--- src/rtl/vblank_arbiter.sv ---
// vblank_arbiter: serialises game-state update grants inside each vertical blank window, round-robin across frames.
// Define STARSOC_VBLANK_TIMEOUT_EN to compile in the per-grant slot timer, MAX_SLOT enforcement and timeout_flag.
module vblank_arbiter #(
  parameter int NUM_REQ  = 4,
  parameter int MAX_SLOT = 256
) (
  input  logic               pixel_clk,
  input  logic               reset_n,
  input  logic               vblank,
  input  logic [NUM_REQ-1:0] req,
  input  logic [NUM_REQ-1:0] done,
  input  logic               clr_flags,
  output logic [NUM_REQ-1:0] gnt,
  output logic               window_open,
  output logic [15:0]        frame_count,
  output logic               overrun,
  output logic [NUM_REQ-1:0] timeout_flag
);

  localparam int PTR_W = (NUM_REQ > 1) ? $clog2(NUM_REQ) : 1;

  typedef enum logic [1:0] {IDLE, ARB, GRANT} state_e;

  state_e             state_q, state_d;
  logic               vblank_q;
  logic               vbRise, vbFall;
  logic [PTR_W-1:0]   rrPtr_q, rrPtr_d;
  logic [PTR_W-1:0]   grantIdx_q, grantIdx_d;
  logic [PTR_W-1:0]   hitIdx, candIdx, nextPtr;
  logic               hit;
  logic [NUM_REQ-1:0] served_q, served_d;
  logic [NUM_REQ-1:0] gnt_q, gnt_d;
  logic [15:0]        frameCount_q, frameCount_d;
  logic               overrun_q, overrun_d;
  logic               slotExpired;
  logic               grantEnd;

  assign vbRise   = vblank & ~vblank_q;
  assign vbFall   = ~vblank & vblank_q;
  assign grantEnd = done[grantIdx_q] | slotExpired;
  assign nextPtr  = (grantIdx_q == PTR_W'(NUM_REQ - 1)) ? '0 : grantIdx_q + PTR_W'(1);

  // Scan downward so the last hit written is the one closest to rrPtr_q.
  always_comb begin
    hit     = 1'b0;
    hitIdx  = '0;
    candIdx = '0;
    for (int k = NUM_REQ - 1; k >= 0; k--) begin
      candIdx = PTR_W'((int'(rrPtr_q) + k) % NUM_REQ);
      if (req[candIdx] && !served_q[candIdx]) begin
        hit    = 1'b1;
        hitIdx = candIdx;
      end
    end
  end

  always_ff @(posedge pixel_clk or negedge reset_n) begin
    if (!reset_n) begin
      state_q <= IDLE;
    end else begin
      state_q <= state_d;
    end
  end

  always_comb begin
    state_d = state_q;
    unique case (state_q)
      IDLE:    if (vbRise) state_d = ARB;
      ARB: begin
        if (!vblank)  state_d = IDLE;
        else if (hit) state_d = GRANT;
      end
      GRANT: begin
        if (vbFall)        state_d = IDLE;
        else if (grantEnd) state_d = ARB;
      end
      default: state_d = IDLE;
    endcase
  end

  always_comb begin
    gnt_d        = gnt_q;
    served_d     = served_q;
    rrPtr_d      = rrPtr_q;
    grantIdx_d   = grantIdx_q;
    frameCount_d = frameCount_q;
    overrun_d    = 1'b0;
    unique case (state_q)
      IDLE: begin
        if (vbRise) begin
          frameCount_d = frameCount_q + 16'd1;
          served_d     = '0;
        end
      end
      ARB: begin
        if (vblank && hit) begin
          gnt_d         = '0;
          gnt_d[hitIdx] = 1'b1;
          grantIdx_d    = hitIdx;
        end
      end
      GRANT: begin
        if (vbFall || grantEnd) begin
          gnt_d                = '0;
          served_d[grantIdx_q] = 1'b1;
          rrPtr_d              = nextPtr;
          overrun_d            = vbFall;
        end
      end
      default: ;
    endcase
  end

  // vblank_q comes out of reset high so a vblank already active at release is not taken as a rising edge.
  always_ff @(posedge pixel_clk or negedge reset_n) begin
    if (!reset_n) begin
      vblank_q     <= 1'b1;
      gnt_q        <= '0;
      served_q     <= '0;
      rrPtr_q      <= '0;
      grantIdx_q   <= '0;
      frameCount_q <= '0;
      overrun_q    <= 1'b0;
    end else begin
      vblank_q     <= vblank;
      gnt_q        <= gnt_d;
      served_q     <= served_d;
      rrPtr_q      <= rrPtr_d;
      grantIdx_q   <= grantIdx_d;
      frameCount_q <= frameCount_d;
      overrun_q    <= overrun_d;
    end
  end

  assign gnt         = gnt_q;
  assign window_open = (state_q != IDLE);
  assign frame_count = frameCount_q;
  assign overrun     = overrun_q;

`ifdef STARSOC_VBLANK_TIMEOUT_EN
  localparam int TMR_W = $clog2(MAX_SLOT);

  logic [TMR_W-1:0]   slotTimer_q;
  logic [NUM_REQ-1:0] timeoutFlag_q, timeoutFlag_d, timeoutSet;

  assign slotExpired = (state_q == GRANT) && (slotTimer_q == TMR_W'(MAX_SLOT - 1));

  // A timeout only counts when neither the window end nor done claims the same cycle.
  always_comb begin
    timeoutSet = '0;
    if (slotExpired && !vbFall && !done[grantIdx_q]) begin
      timeoutSet[grantIdx_q] = 1'b1;
    end
    timeoutFlag_d = clr_flags ? timeoutSet : (timeoutFlag_q | timeoutSet);
  end

  always_ff @(posedge pixel_clk or negedge reset_n) begin
    if (!reset_n) begin
      slotTimer_q   <= '0;
      timeoutFlag_q <= '0;
    end else begin
      timeoutFlag_q <= timeoutFlag_d;
      if (state_q != GRANT) begin
        slotTimer_q <= '0;
      end else if (slotTimer_q != '1) begin
        slotTimer_q <= slotTimer_q + TMR_W'(1);
      end
    end
  end

  assign timeout_flag = timeoutFlag_q;
`else
  logic unusedCfg;

  assign unusedCfg    = clr_flags | (MAX_SLOT < 2);
  assign slotExpired  = 1'b0;
  assign timeout_flag = '0;
`endif

endmodule

--- config.mk ---
export PLATFORM = sky130hd
export DESIGN_NAME = vblank_arbiter
export DESIGN_NICKNAME = d
export VERILOG_FILES = /design/src/rtl/vblank_arbiter.sv
export SDC_FILE = /design/constraint.sdc
export NUM_CORES = 1
export LEC_CHECK = 0
export ABC_AREA = 1
export ABC_CLOCK_PERIOD_IN_PS = 1300
export CORE_ASPECT_RATIO = 1.75
export CORE_MARGIN = 2
export CORE_UTILIZATION = 46
export CTS_CLUSTER_DIAMETER = 60
export CTS_CLUSTER_SIZE = 24
export DETAILED_ROUTE_END_ITERATION = 8
export GPL_TIMING_DRIVEN = 0
export HOLD_SLACK_MARGIN = 0.06
export PLACE_DENSITY = 0.85
export SYNTH_ARGS = -nofsm -noshare
export SYNTH_HDL_FRONTEND = slang
export SYNTH_SLANG_ARGS = --single-unit
export TNS_END_PERCENT = 50
--- constraint.sdc ---
create_clock -name pixel_clk -period 1.3 [get_ports pixel_clk]
set_input_delay 0.195 -clock pixel_clk [delete_from_list [all_inputs] [get_ports pixel_clk]]
set_output_delay 0.195 -clock pixel_clk [all_outputs]
set_load 0.01 [all_outputs]
# == Yosys cells after proc, flatten, opt, wreduce, memory -nomap -nowiden ==
# Index checks and enable logic that the tools add are counted.
# totals
regBits,32
# op_classes
n_addsub,5
order_cmp,8
eq_ne,8
muxes,45
bitwise,5
reduce_logical,22
# ops
operator,count
2-bit two-way mux,10
1-bit binary-select mux with 2-bit select,9
"2-bit by 3-bit less-than comparator with 1-bit output, second input constant",6
1-bit two-way mux,17
"16-bit by 1-bit adder with 16-bit output, second input constant",1
4-bit two-way mux,4
4-bit one-hot mux with 2 select lines,2
3-bit AND reduction,3
1-bit logical AND,7
"2-bit != test, second input constant",3
"3-bit != test, second input constant",2
2-bit one-hot mux with 3 select lines,1
2-bit AND reduction,3
2-bit nonzero test,3
"2-bit by 1-bit adder with 2-bit output, second input constant",2
"2-bit adder, second input constant",2
1-bit demux with 2-bit select,2
"2-bit == test, second input constant",2
"2-bit by 1-bit >= comparator with 1-bit output, second input constant",2
1-bit zero test,4
4-bit bitwise OR,1
1-bit bitwise AND,2
"2-bit by 1-bit == test with 1-bit output, second input constant",1
2-bit zero test,1
other kinds (2),3

# == Logic depth before layout (Yosys ltp) ==
# Gate-level depths: netlist of the first run.
# logic_depth
ltp_word,15
mapped_depth,12
depth_no_buf,12

# == Least setup slack after synthesis of the first run ==
# OpenSTA, ideal clock, no wires.
# synth_path
path_kind,register to register
startpoint,register vblank_q
endpoint,register gnt_q[2] (netlist: gnt[2])
arrival_time_ns,1.289
required_time_ns,1.175
setup_slack_ns,-0.113
stages_incl_launch_ff,8
path_buffers,0
synth_period_minus_slack_ns,1.413
path_cell_list,dfstp_2 -> inv_1 -> or2_2 -> nand2_1 -> nand2_1 -> nand2_1 -> nor2_1 -> o21bai_1
# synth_via
elab_chain_cells,4
# synth_rtl
item,line,rtl
from (decl),25,logic vblank_q;
from (signal assigned),125,vblank_q <= vblank;
1-bit bitwise AND,39,assign vbFall = ~vblank & vblank_q;
1-bit logical OR,103,if (vbFall || grantEnd) begin
2-bit != test (no source line),-,
3-bit AND reduction (no source line),-,
to (signal assigned),126,gnt_q <= gnt_d;
to (decl),32,"logic [NUM_REQ-1:0] gnt_q, gnt_d;"
# No other way between the ends.
# A chain may end at the register's enable or synchronous reset.

# == Worst setup path in the final report of the first run ==
# layout_path
startpoint,register rrPtr_q[0]
endpoint,register grantIdx_q[1]
# layout_via
elab_chain_cells,11
# layout_rtl
item,line,rtl
from (decl),27,"logic [PTR_W-1:0] rrPtr_q, rrPtr_d;"
from (signal assigned),128,rrPtr_q <= rrPtr_d;
2-bit adder,49,candIdx = PTR_W'((int'(rrPtr_q) + k) % NUM_REQ);
1-bit binary-select mux with 2-bit select,50,if (req[candIdx] && !served_q[candIdx]) begin
1-bit two-way mux (implied by the code),50,
1-bit zero test,50,
1-bit logical AND,50,
1-bit two-way mux (4 in a row),50,
1-bit logical AND,96,if (vblank && hit) begin
2-bit AND reduction (no source line),-,
to (signal assigned),129,grantIdx_q <= grantIdx_d;
to (decl),28,"logic [PTR_W-1:0] grantIdx_q, grantIdx_d;"
# Several ways; a longest one is shown, not always the timed one. The select of a mux whose other input is x is not followed.

==> out/qor.yml, run 1 <==
routing:
  detail-route-antenna-nets: 0
  firstDrtPassIters: 4
  first_iter_violations: 34
  drc: 0
  via_count: 1733
  wire_per_inst_um: 14.14
  routed_wl_um: 4781
  routed_via_density: 5.127
run_status:
  violations: "setup timing"
  outcome: "finished, violations left"
power_and_ir_drop:
  pwr-share-comb_pct: 53.6
  p_int_mw: 2.717
  p_sw_mw: 2.251
  clkPwrFrac_pct: 14.5
  seq_power_share_pct: 31.9
  sw_frac_of_total_pct: 45.31
  peakVddDrop_mv: 1.302
  powerDensity_nw_per_um2: 1902
  p_leak_nw: 1.374
global_routing:
  grt_pass1_vias: 1710
  grt_max_degree: 33
  grt_overflow: 0
  grt_antenna_before_repair: 0
  grtUsageTotal_pct: 21.97
  grt_pass1_wl_um: 7534
finish:
  multi_input_area_sq_um: 1085
  diodes: 0
  final_nets: 307
  fin_util_pct: 67.57
  fill_cells: 300
  drive_above_1_share_pct: 31.72
  syn2layout_area_growth_pct: 40.23
  area.sequential_sq_um: 815.8
die:
  die_x_um: 52.11
  initial_core_util_pct: 48.19
  die-area_sq_um: 4595
  num_rows: 30
  core_sq_um: 3866
  io_pins: 38
  die_y_um: 88.19
critical_path:
  arrival_ps: 1640
  start_kind: "flip-flop"
  reg2reg_slack_ps: -190
  critPathLaunch: "rrPtr_q[0]"
  criticalPathCategory: "flip-flop to flip-flop"
  crit_fanout: 5
  cp_data_required_time_ps: 1460
  r2r_cells: 10
  critPathCaptureType: "flip-flop"
  rr_startpoint: "rrPtr_q[0]"
  rr_endpoint: "grantIdx_q[1]"
clocking:
  clock_path_buffers: 2
  cts_max_level: 2
  numClockSinks: 32
  clkTransAtPathRegs_ps: 70
  clk_latency_ps: 280
  cts_buffers: 5
  clockRootBuffer: "clkbuf_8"
  cts_hold_buf: 0
  cts_tree: "done"
sta:
  clock-skew-final_ps: 4.990
  setup_violations: 17
  timing.final.ws_setup_ps: -188.8
  maxSlewViolCount: 0
  grt_setup_unrepaired: "true"
  finalHoldViolCount: 0
  layout_min_cycle_time_ps: 1489
  hold_slack_ps: 89.74
  relSlewSlack_pct: 46.60
  worstMarginPinSlew_ps: 801.0
  clock.fmax_mhz: 671.7
  finalCritPeriodShare_pct: 114.5
synthesis:
  synth_cells: 234
  yosysWarnings: 0
  syn-cell-area_sq_um: 1863
  synth_edf_count: 0
  synth_top_area_share_pct: 41.64
  yosysTopAreaCell: "dfrtp_1"
  synth_area_leaders: "dfrtp_1 (42%), nand2_1 (15%), inv_1 (6.0%)"
  synth_cell_type_count: 31
  ys.flop_type: "dfrtp_1"
  synth_area_per_cell_sq_um: 7.962
  async_reset_ff_share_pct: 100.0
  synth-seq-cells: 32
  yosysSeqAreaShare_pct: 43.05
placement:
  io_buffers: 32
  dp_hpwl_um: 3073
  globalplace.congestion: 0.7561
job:
  drv_cap: 0
min_path:
  hold_class: "input pin to asynchronous set/reset pin"
==> worst max-delay path, stage by stage, from the launching register on <==
cell,delay [ps]
dfrtp_2,450
inv_2,130
nand3_2,120
nand2_4,120
nand2_1,80
nand3_1,90
nand2_1,80
nand2_1,80
nand2_2,60
nand2_1,60
o21ai_0,90
==> stage by stage <==
| step | instances | power, mW | TNS, ps | setup WS [ps] | cell area (sq um) |
|---|---|---|---|---|---|
| global route | 338 | 5.341 | -3538 | -293.7 | 2613 |
| finish | 338 | 4.968 | -1780 | -188.8 | 2613 |
| detailed placement | 317 | 3.662 | -25450 | -560.3 | 2277 |
| CTS | 332 | 4.497 | -1665 | -140.2 | 2447 |
| floorplan | 237 | 2.984 | -84.26 | -40.90 | 1897 |
| global placement | 317 | 3.598 | -23950 | -532.5 | 2277 |
==> synth_stat cells (2+ instances only) <==
| cell type | number |
|---|---|
| nand3_1 | 22 |
| a21oi_1 | 6 |
| nor2_2 | 4 |
| nand2_2 | 2 |
| o21bai_1 | 2 |
| a31oi_1 | 2 |
| buf_4 | 4 |
| ha_1 | 5 |
| xor2_1 | 8 |
| inv_1 | 30 |
| nor2_1 | 16 |
| nand3_2 | 2 |
| inv_2 | 2 |
| xnor2_1 | 6 |
| nand2_1 | 73 |
| dfrtp_1 | 31 |
| o21ai_0 | 4 |
| nand3_4 | 2 |
==> flip-flops by register name (all words and copies together), names as in the netlist <==
| register | cells |
|---|---|
| served_q | 4 |
| overrun | 1 |
| frame_count | 16 |
| rrPtr_q | 2 |
| state_q | 2 |
| grantIdx_q | 2 |
| vblank_q | 1 |
| gnt | 4 |
==> power by group through the flow <==
stage / Combinational [mW] / Clock [mW] / Sequential (mW)
CTS: 2.23 / 0.719 / 1.55
detailed placement: 2.10 / 0 / 1.56
global placement: 2.05 / 0 / 1.54
finish: 2.66 / 0.720 / 1.59
global route: 2.96 / 0.761 / 1.62
floorplan: 1.42 / 0 / 1.56
==> cells in the final DEF, fill, tap and decap left out, types with 5 or more instances in the layout <==
cell	instances
nand2_1	59
inv_1	24
dlygate4sd2_1	21
dfrtp_1	20
nand3_1	17
buf_4	16
nand2_2	11
dfrtp_2	11
nor2_1	10
clkdlybuf4s50_1	9
nand3_2	7
xor2_1	7
xnor2_1	6
nor2_2	6
nor2_4	5
ha_1	5
clkbuf_8	5
==> layer usage <==
metal	wire, um	vias to the layer above	global-route usage, %
met5	0	-	0
met2	2717	64	42.46
met4	116	0	7.895
met1	1720	825	22.72
met3	226	12	3.584
li1	-	832	-
==> worst max path at each step <==
stage / end / slack (ps) / cells after the start
after detailed placement: frame_count[2] / -560 / 1
after floorplan: frame_count[12] / -40 / 7
after CTS: gnt[1] / -140 / 9
after global placement: frame_count[3] / -530 / 1
final: grantIdx_q[1] / -190 / 10
after global routing: grantIdx_q[1] / -290 / 11
==> kinds of logic after synthesis <==
family	after synthesis	synth area share, %
simple gates	128	32.71
buf+inv	37	8.664
flops	32	43.05
compound gates	17	5.440
xor+xnor	14	6.582
fa+ha+maj	5	3.358
other cells	1	0.2013
==> timing repair <==
item                                    CTS  global route
setup buffers                             7             6
resized for setup                        48            41
endpoints found under the setup margin   77            27
cloned                                    1             0
pin swaps                                 4             8
==> area by class of cell <==
class                           instances  area share [%]
Buffer                                  5           1.724
Clock buffer                            6           2.778
Clock inverter                          1          0.1916
Inverter                               32           4.981
Multi-Input combinational cell        168           41.52
Sequential cell                        32           31.23
Tap cell                               48           2.299
Timing Repair Buffer                   45           14.99
Timing Repair inverter                  1          0.2874
Power figures use the tool's default switching activity.
==> run 2, diff against run 1 <==
--- a/config.mk
+++ b/config.mk
@@ -7,6 +7,7 @@
 export LEC_CHECK = 0
 export ABC_AREA = 1
 export ABC_CLOCK_PERIOD_IN_PS = 1300
+export CAP_MARGIN = 15
 export CORE_ASPECT_RATIO = 1.75
 export CORE_MARGIN = 2
 export CORE_UTILIZATION = 46
==> out/qor.yml, run 2 (synthesized netlist as in run 1, its figures left out) <==
run_status:
  violations: "setup timing"
  outcome: "finished, violations left"
global_routing:
  grtUsageTotal_pct: 23.79  # +1.8 points
  grt_overflow: 0  # unchanged
  grt_antenna_before_repair: 0  # unchanged
  grt_max_degree: 21  # -36%
  grt_pass1_wl_um: 8100  # +7.5%
  grt_pass1_vias: 1826  # +6.8%
clocking:
  cts_buffers: 5  # unchanged
  clk_latency_ps: 290  # about the same
  cts_max_level: 2  # unchanged
  clockRootBuffer: "clkbuf_8"
  numClockSinks: 32  # unchanged
  cts_tree: "done"
  clkTransAtPathRegs_ps: 70  # about the same
  clock_path_buffers: 2  # unchanged
finish:
  final_nets: 318  # +3.6%
  largest_reg_flops: 16  # unchanged
  diodes: 0  # unchanged
  syn2layout_area_growth_pct: 53.26
  final_cell_mix: "nand2_1 (37), nand2_2 (25), buf_4 (25)"
  fin_area_sq_um: 2855  # +9.3%
  fill_cells: 267  # -11%
  fin_cells: 350  # +3.6%
  drive_above_1_share_pct: 45.03  # +13 points
  fin_util_pct: 73.85  # +6.3 points
  mostFrequentLayoutCell: "nand2_1"
power_and_ir_drop:
  sw_frac_of_total_pct: 47.15  # +1.8 points
  clkPwrFrac_pct: 13.0  # -1.5 points
  p_total_mw: 5.689  # +15%
  seq_power_share_pct: 27.9  # -4.0 points
  p_sw_mw: 2.682  # +19%
  peakVddDrop_mv: 1.249  # -4.0%
  p_leak_nw: 1.497  # +9.0%
  powerDensity_nw_per_um2: 1992  # +4.8%
  p_int_mw: 3.007  # +11%
  pwr-share-comb_pct: 59.0  # +5.4 points
routing:
  firstDrtPassIters: 4  # unchanged
  routed_via_density: 5.154  # +0.53%
  wire_per_inst_um: 15.75  # +11%
  detail-route-antenna-nets: 0  # unchanged
  drc: 0  # unchanged
  via_count: 1804  # +4.1%
  routed_wl_um: 5511  # +15%
  first_iter_violations: 51  # +50%
critical_path:
  arrival_ps: 1680  # +40 ps
  crit_fanout: 5  # unchanged
  critPathCaptureType: "flip-flop"
  start_kind: "flip-flop"
  criticalPathCategory: "flip-flop to flip-flop"
  cp_data_required_time_ps: 1480  # +20 ps
sta:
  clock-skew-final_ps: 5.130  # +0.1400 ps
  hold_slack_ps: 283.1  # +193.3 ps
  clock.fmax_mhz: 666.6  # -0.76%
  layout_min_cycle_time_ps: 1500  # +11.37 ps
  setup_violations: 24  # +7
  finalHoldViolCount: 0  # unchanged
  worstMarginPinSlew_ps: 593.8  # -207.3 ps
  relSlewSlack_pct: 60.29  # +14 points
  grt_setup_unrepaired: "true"
  finalCritPeriodShare_pct: 115.4  # +0.87 points
  maxSlewViolCount: 0  # unchanged
  timing.final.ws_setup_ps: -200.2  # -11.37 ps
  tns_ps: -2434  # -654.2 ps
min_path:
  hold_class: "input pin to asynchronous set/reset pin"
die:
  die_x_um: 52.11  # unchanged
  core_sq_um: 3866  # unchanged
  die_y_um: 88.19  # unchanged
  io_pins: 38  # unchanged
  die-area_sq_um: 4595  # unchanged
  initial_core_util_pct: 48.19  # unchanged
  num_rows: 30  # unchanged
placement:
  io_buffers: 32  # unchanged
  dp_cells: 318  # +0.32%
  dp_hpwl_um: 3149  # +2.5%
  placed_area_sq_um: 2292  # +0.66%
  post-place-ws_ps: -449.1  # +111.2 ps
  globalplace.congestion: 0.7561  # unchanged
job:
  drv_cap: 0  # unchanged
run 2: area by class of cell:
cell class | count | area (sq um) | area share [%]
flip-flops and latches | 32 | 810.8 | 28.40
clock inverters | 1 | 5.005 | 0.1753
plain buffers | 5 | 41.29 | 1.446
repair buffers | 56 | 486.7 | 17.05
repair inverters | 1 | 7.507 | 0.2629
well taps | 48 | 60.06 | 2.103
clock buffers | 7 | 76.32 | 2.673
inverters | 32 | 145.1 | 5.083
multi-input cells | 168 | 1222 | 42.81
run 2: worst paths after layout:
check                           startpoint               to  slack [ps]  cells past startpoint
min in group pixel_clk              vblank         vblank_q         450                      1
hold reg to reg            frame_count[12]  frame_count[12]         520                      1
setup / recovery                rrPtr_q[0]           gnt[3]        -200                     11
setup reg to reg                rrPtr_q[0]           gnt[3]        -200                     11
hold / removal                     reset_n           gnt[1]         280                      1
max in group asynchronous          reset_n   frame_count[2]         450                      2
run 2: metal layers:
layer  up-vias  GRT usage (%)  wire, um
li1        858              -         -
met1       863          23.30      1901
met2        55          46.14      3123
met3        28          4.266       179
met4         0          10.53       306
met5         -              0         0
run 2: what timing repair did:
action,CTS,global route
buffers inserted,13,9
pin swaps,4,39
setup endpoints to repair,46,28
cloned,2,0
hold buffers,0,0
gates resized for setup,67,68
run 2: power groups by stage:
stage	combinational [mW]	sequential, mW	clock [mW]
after detailed placement	2.11	1.55	0
after floorplan	1.42	1.56	0
final	3.36	1.59	0.740
after global routing	3.68	1.62	0.791
after CTS	2.52	1.57	0.734
after global placement	2.05	1.54	0
run 2: critical path, stage by stage, from the launching register on:
cell and delay, ps:
dfrtp_2 470, buf_6 160, nand2_2 120, nand2_1 70, nand2_1 60, nand2_1 60
nand2_1 90, nand2_2 70, nand2_4 80, nand2_2 70, nand3_2 80, nand2_1 50
==> run 3, diff against run 2 <==
--- a/config.mk
+++ b/config.mk
@@ -17,6 +17,7 @@
 export GPL_TIMING_DRIVEN = 0
 export HOLD_SLACK_MARGIN = 0.06
 export PLACE_DENSITY = 0.85
+export SKIP_LAST_GASP = 1
 export SYNTH_ARGS = -nofsm -noshare
 export SYNTH_HDL_FRONTEND = slang
 export SYNTH_SLANG_ARGS = --single-unit
==> out/qor.yml, run 3 (synthesized netlist as in run 1, its figures left out) <==
clocking:
  numClockSinks: 32  # unchanged
  clk_latency_ps: 290  # about the same
  cts_buffers: 5  # unchanged
  cts_max_level: 2  # unchanged
  cts_tree: "done"
  clockRootBuffer: "clkbuf_8"
  clkTransAtPathRegs_ps: 70  # about the same
  cts_hold_buf: 0  # unchanged
  clock_path_buffers: 2  # unchanged
sta:
  timing.final.ws_setup_ps: -253.7  # -53.49 ps
  worstMarginPinSlew_ps: 591.3  # -2.473 ps
  clock.fmax_mhz: 643.6  # -3.4%
  clock-skew-final_ps: 6.582  # +1.452 ps
  finalHoldViolCount: 0  # unchanged
  layout_min_cycle_time_ps: 1554  # +53.49 ps
  relSlewSlack_pct: 60.46  # +0.17 points
  setup_violations: 37  # +54%
  finalCritPeriodShare_pct: 119.5  # +4.1 points
  maxSlewViolCount: 0  # unchanged
  grt_setup_unrepaired: "true"
routing:
  via_count: 1909  # +5.8%
  route.layer.met1.wl_um: 2074  # +9.1%
  met3_length_um: 268  # +50%
  firstDrtPassIters: 4  # unchanged
  first_iter_violations: 83  # +63%
  routed.top_layer: "met4"
  detail-route-antenna-nets: 0  # unchanged
  wl_met2_um: 3332  # +6.7%
  wire_per_inst_um: 17.21  # +9.3%
  drc: 0  # unchanged
  routed_wl_um: 6059  # +9.9%
  routed_via_density: 5.423  # +5.2%
power_and_ir_drop:
  p_int_mw: 3.065  # +1.9%
  clkPwrFrac_pct: 12.9  # about the same
  sw_frac_of_total_pct: 47.24  # +0.097 points
  seq_power_share_pct: 27.4  # -0.5 points
  peakVddDrop_mv: 1.205  # -3.6%
  p_sw_mw: 2.745  # +2.3%
  pwr-share-comb_pct: 59.7  # +0.7 points
  powerDensity_nw_per_um2: 1999  # +0.32%
  p_leak_nw: 1.544  # +3.2%
die:
  initial_core_util_pct: 48.19  # unchanged
  num_rows: 30  # unchanged
  die_y_um: 88.19  # unchanged
  core_sq_um: 3866  # unchanged
  io_pins: 38  # unchanged
  die_x_um: 52.11  # unchanged
  die-area_sq_um: 4595  # unchanged
critical_path:
  crit_fanout: 4  # -1
  criticalPathCategory: "flip-flop to flip-flop"
  rr_startpoint: "state_q[1]"
  cp_data_required_time_ps: 1460  # -20 ps
  worstPathCellList: "nor2_4 > nand3_4 > nor2_4 > nand4_4 > nor2_4 > nand2_2 > xnor2_2"
  path_depth: 7  # -4
  crit_path_frequent_cell: "nor2_4"
  worst-path-buf-inv: 0  # -1
  critPathCaptureType: "flip-flop"
  slowest_delay_ps: 420  # -50 ps
  arrival_ps: 1710  # +30 ps
  rr_endpoint: "frame_count[13]"
  reg2reg_slack_ps: -250  # -50 ps
  worst_path_max_delay_cell: "dfrtp_1"
  start_kind: "flip-flop"
  critPathTopFamily: "simple AND/OR/NAND/NOR gates"
  r2r_cells: 7  # -4
min_path:
  hold_class: "input pin to asynchronous set/reset pin"
finish:
  diodes: 0  # unchanged
  fin_util_pct: 75.18  # +1.3 points
  drive_above_1_share_pct: 43.75  # -1.3 points
  largest_reg_flops: 16  # unchanged
  final_nets: 320  # +0.63%
  final_cell_mix: "nand2_1 (37), buf_4 (26), nand2_2 (25)"
  mostFrequentLayoutCell: "nand2_1"
  syn2layout_area_growth_pct: 56.01
  fill_cells: 248  # -7.1%
placement:
  post-place-ws_ps: -449.1  # unchanged
  io_buffers: 32  # unchanged
  dp_hpwl_um: 3149  # unchanged
  globalplace.congestion: 0.7561  # unchanged
global_routing:
  grt_max_degree: 21  # unchanged
  grt_pass1_wl_um: 8059  # -0.51%
  grt_antenna_before_repair: 0  # unchanged
  grt_pass1_vias: 1826  # unchanged
  grt_overflow: 0  # unchanged
  grtUsageTotal_pct: 23.61  # -0.17 points
run_status:
  violations: "setup timing"
  outcome: "finished, violations left"
job:
  drv_cap: 0  # unchanged
-- run 3: area by class of cell --
class / count / area (sq um) / area share, %
inverters: 32 / 142.6 / 4.907
plain buffers: 5 / 41.29 / 1.421
repair buffers: 58 / 530.5 / 18.25
well taps: 48 / 60.06 / 2.066
multi-input cells: 168 / 1230 / 42.32
clock buffers: 7 / 76.32 / 2.626
flip-flops and latches: 32 / 813.3 / 27.98
clock inverters: 1 / 5.005 / 0.1722
repair inverters: 1 / 7.507 / 0.2583
-- run 3: power groups by stage --
stage | Combinational, mW | Clock (mW) | Sequential [mW]
global route | 3.76 | 0.795 | 1.62
global placement | 2.05 | 0 | 1.54
finish | 3.47 | 0.747 | 1.59
floorplan | 1.42 | 0 | 1.56
CTS | 2.53 | 0.734 | 1.57
detailed placement | 2.11 | 0 | 1.55
-- run 3: worst max-delay path by stage --
stage               start               to  slack (ps)
2_1_floorplan  state_q[0]  frame_count[12]         -40
3_3_place_gp      reset_n   frame_count[3]        -530
3_5_place_dp       vblank  frame_count[12]        -450
4_1_cts        rrPtr_q[0]           gnt[3]        -160
5_1_grt        rrPtr_q[0]           gnt[2]        -310
6_report       state_q[1]  frame_count[13]        -250
-- run 3: per-stage QoR --
step                setup TNS, ps  std cells  area (sq um)  hold WS (ps)  power, mW
global placement           -23950        317          2277         486.1      3.598
global route                -6427        352          2907         347.8      6.168
floorplan                  -84.26        237          1897        -100.6      2.984
detailed placement          -7971        318          2292         491.5      3.665
CTS                         -3025        341          2594         300.4      4.841
finish                      -4381        352          2907         278.4      5.810
-- run 3: routing by layer --
metal  track usage [%]  vias to the layer above
li1                  -                      861
met1             22.86                      935
met2             46.38                       79
met3             3.754                       34
met4             10.53                        0
met5                 0                        -
-- run 3: repair_timing --
item | 4_1_cts | 5_1_grt
endpoints found under the setup margin | 46 | 39
gates resized for setup | 52 | 70
gates cloned | 2 | 0
pin swaps | 4 | 34
buffers inserted | 13 | 11
==> RTL edit (config.mk and constraints of run 2) <==
Put one more register stage on the output `frame_count`. The value now appears one clock later. The other outputs are not delayed to match.
--- a/src/rtl/vblank_arbiter.sv
+++ b/src/rtl/vblank_arbiter.sv
@@ -134,7 +134,9 @@
 
   assign gnt         = gnt_q;
   assign window_open = (state_q != IDLE);
-  assign frame_count = frameCount_q;
+  always_ff @(posedge pixel_clk) begin
+    frame_count <= frameCount_q;
+  end
   assign overrun     = overrun_q;
 
 `ifdef STARSOC_VBLANK_TIMEOUT_EN
Function: changed (Yosys sat finds a counterexample within 4 cycles, from zero or initial values and one cycle with reset_n low).
==> RTL edit against run 2 <==
The flow still finishes with violations (negative setup slack); total power increased by 5.4%; critical path depth is 1 lower; count of clock-buffer cells in the layout down 1; combinational power down 15%; final area grew 4.2%; sequential cell count up 16; synthesized area rose by 13%; routed wire length decreased by 17%; worst setup slack gained 0.0043 ns; sequential power is 31% higher; via count decreased by 3.4%; first-iteration DRC count increased by 31%; maximum frequency increased by 0.29%; die area grew 13%; critical endpoint unchanged; largest power group unchanged.
==> RTL edit: results (changes against run 2) <==
| Metric | Value |
|---|---|
| Post-synth top cells | nand2_1 (65), dfrtp_1 (31), inv_1 (23), dfxtp_1 (16), nand3_1 (16) |
| Clock power share | 0.176 (+0.046) |
| WL met2 | 2580 um (-17%) |
| Failing checks | negative setup slack |
| Share of layout cells above drive strength 1 | 0.331 (-0.119) |
| CTS resizes | 63 (-6.0%) |
| Outcome | finished, violations left |
| Setup-failing EPs final | 22 (-8.3%) |
| Met3 routed WL | 133 um (-26%) |
| Starting DRT DRC Count | 67 (+31%) |
| Sequential power share | 0.348 (+0.069) |
| Sequential cell area share | 0.378 (+0.0945) |
| Nets | 309 (-2.8%) |
| Vias in the first global route | 1,822 (-0.22%) |
| Number of ordinary inverters in the final layout | 24 (-27%) |
| Register area | 1130 um^2 (+39%) |
| Routing usage on met3 | 0.0234 (-0.0192) |
| CLK BUF | 6 (-1) |
| Clk sinks | 48 (+50%) |
| GRT Total Usage | 0.189 (-0.0491) |
| Crit path DAT | 1.74 ns (+0.06 ns) |
| Clock transition at path regs | 0.09 ns (+0.02 ns) |
| Global Route met1 Usage | 0.195 (-0.0376) |
| R2r worst-path depth | 10 (-1) |
| Cts hold-fix bufs | 1 (+1) |
| Syn_area_per_cell | 9.27 um^2 (+16%) |
| Synth unique cells | 27 (-13%) |
| Post-Route WL | 4590 um (-17%) |
| Worst-Margin Slew | 0.700 ns (+0.106 ns) |
| Multi-input gates | 155 (-7.7%) |
| Detailed placement HPWL | 2990 um (-5.2%) |
| Pwr dens | 2020 nW/um^2 (+1.1%) |
| Met2 usage | 0.361 (-0.100) |
| Wire length on met1 | 1710 um (-10%) |
| Sum Neg Setup Slack | -2.56 ns (-0.126 ns) |
| Worst vdd ir | 0.00169 V (+35%) |
| Post-DP Area | 2550 um^2 (+11%) |
| Final worst slack | -0.196 ns (+0.00430 ns) |
-- RTL edit: cell count changes after synthesis, sizes merged, moves of 2 or more --
cell / delta
a31oi: -2
nor2: -2
xnor2: +2
a21oi: -2
dfxtp: +16
inv: -8
o22ai: +2
nand2: -9
o21ai: +4
nand3: -6
o211ai: +2
nand4: +2
o21bai: -2
-- RTL edit: worst max-delay path by stage --
stage,to,cells past startpoint
after floorplan,frameCount_q[12],7
after global placement,frameCount_q[14],9
after detailed placement,frameCount_q[14],9
after CTS,frameCount_q[12],7
after global routing,gnt[1],11
final,gnt[3],10
-- RTL edit: cell families after synthesis --
kind of cell,Yosys count,synth area share
AND/OR/NAND/NOR,112,0.265
XOR/XNOR,15,0.0622
adder cells (fa/ha/maj),5,0.0296
AO/OA/AOI/OAI,18,0.0497
buffers and inverters,29,0.0604
other,1,0.00177
flip-flops,48,0.531
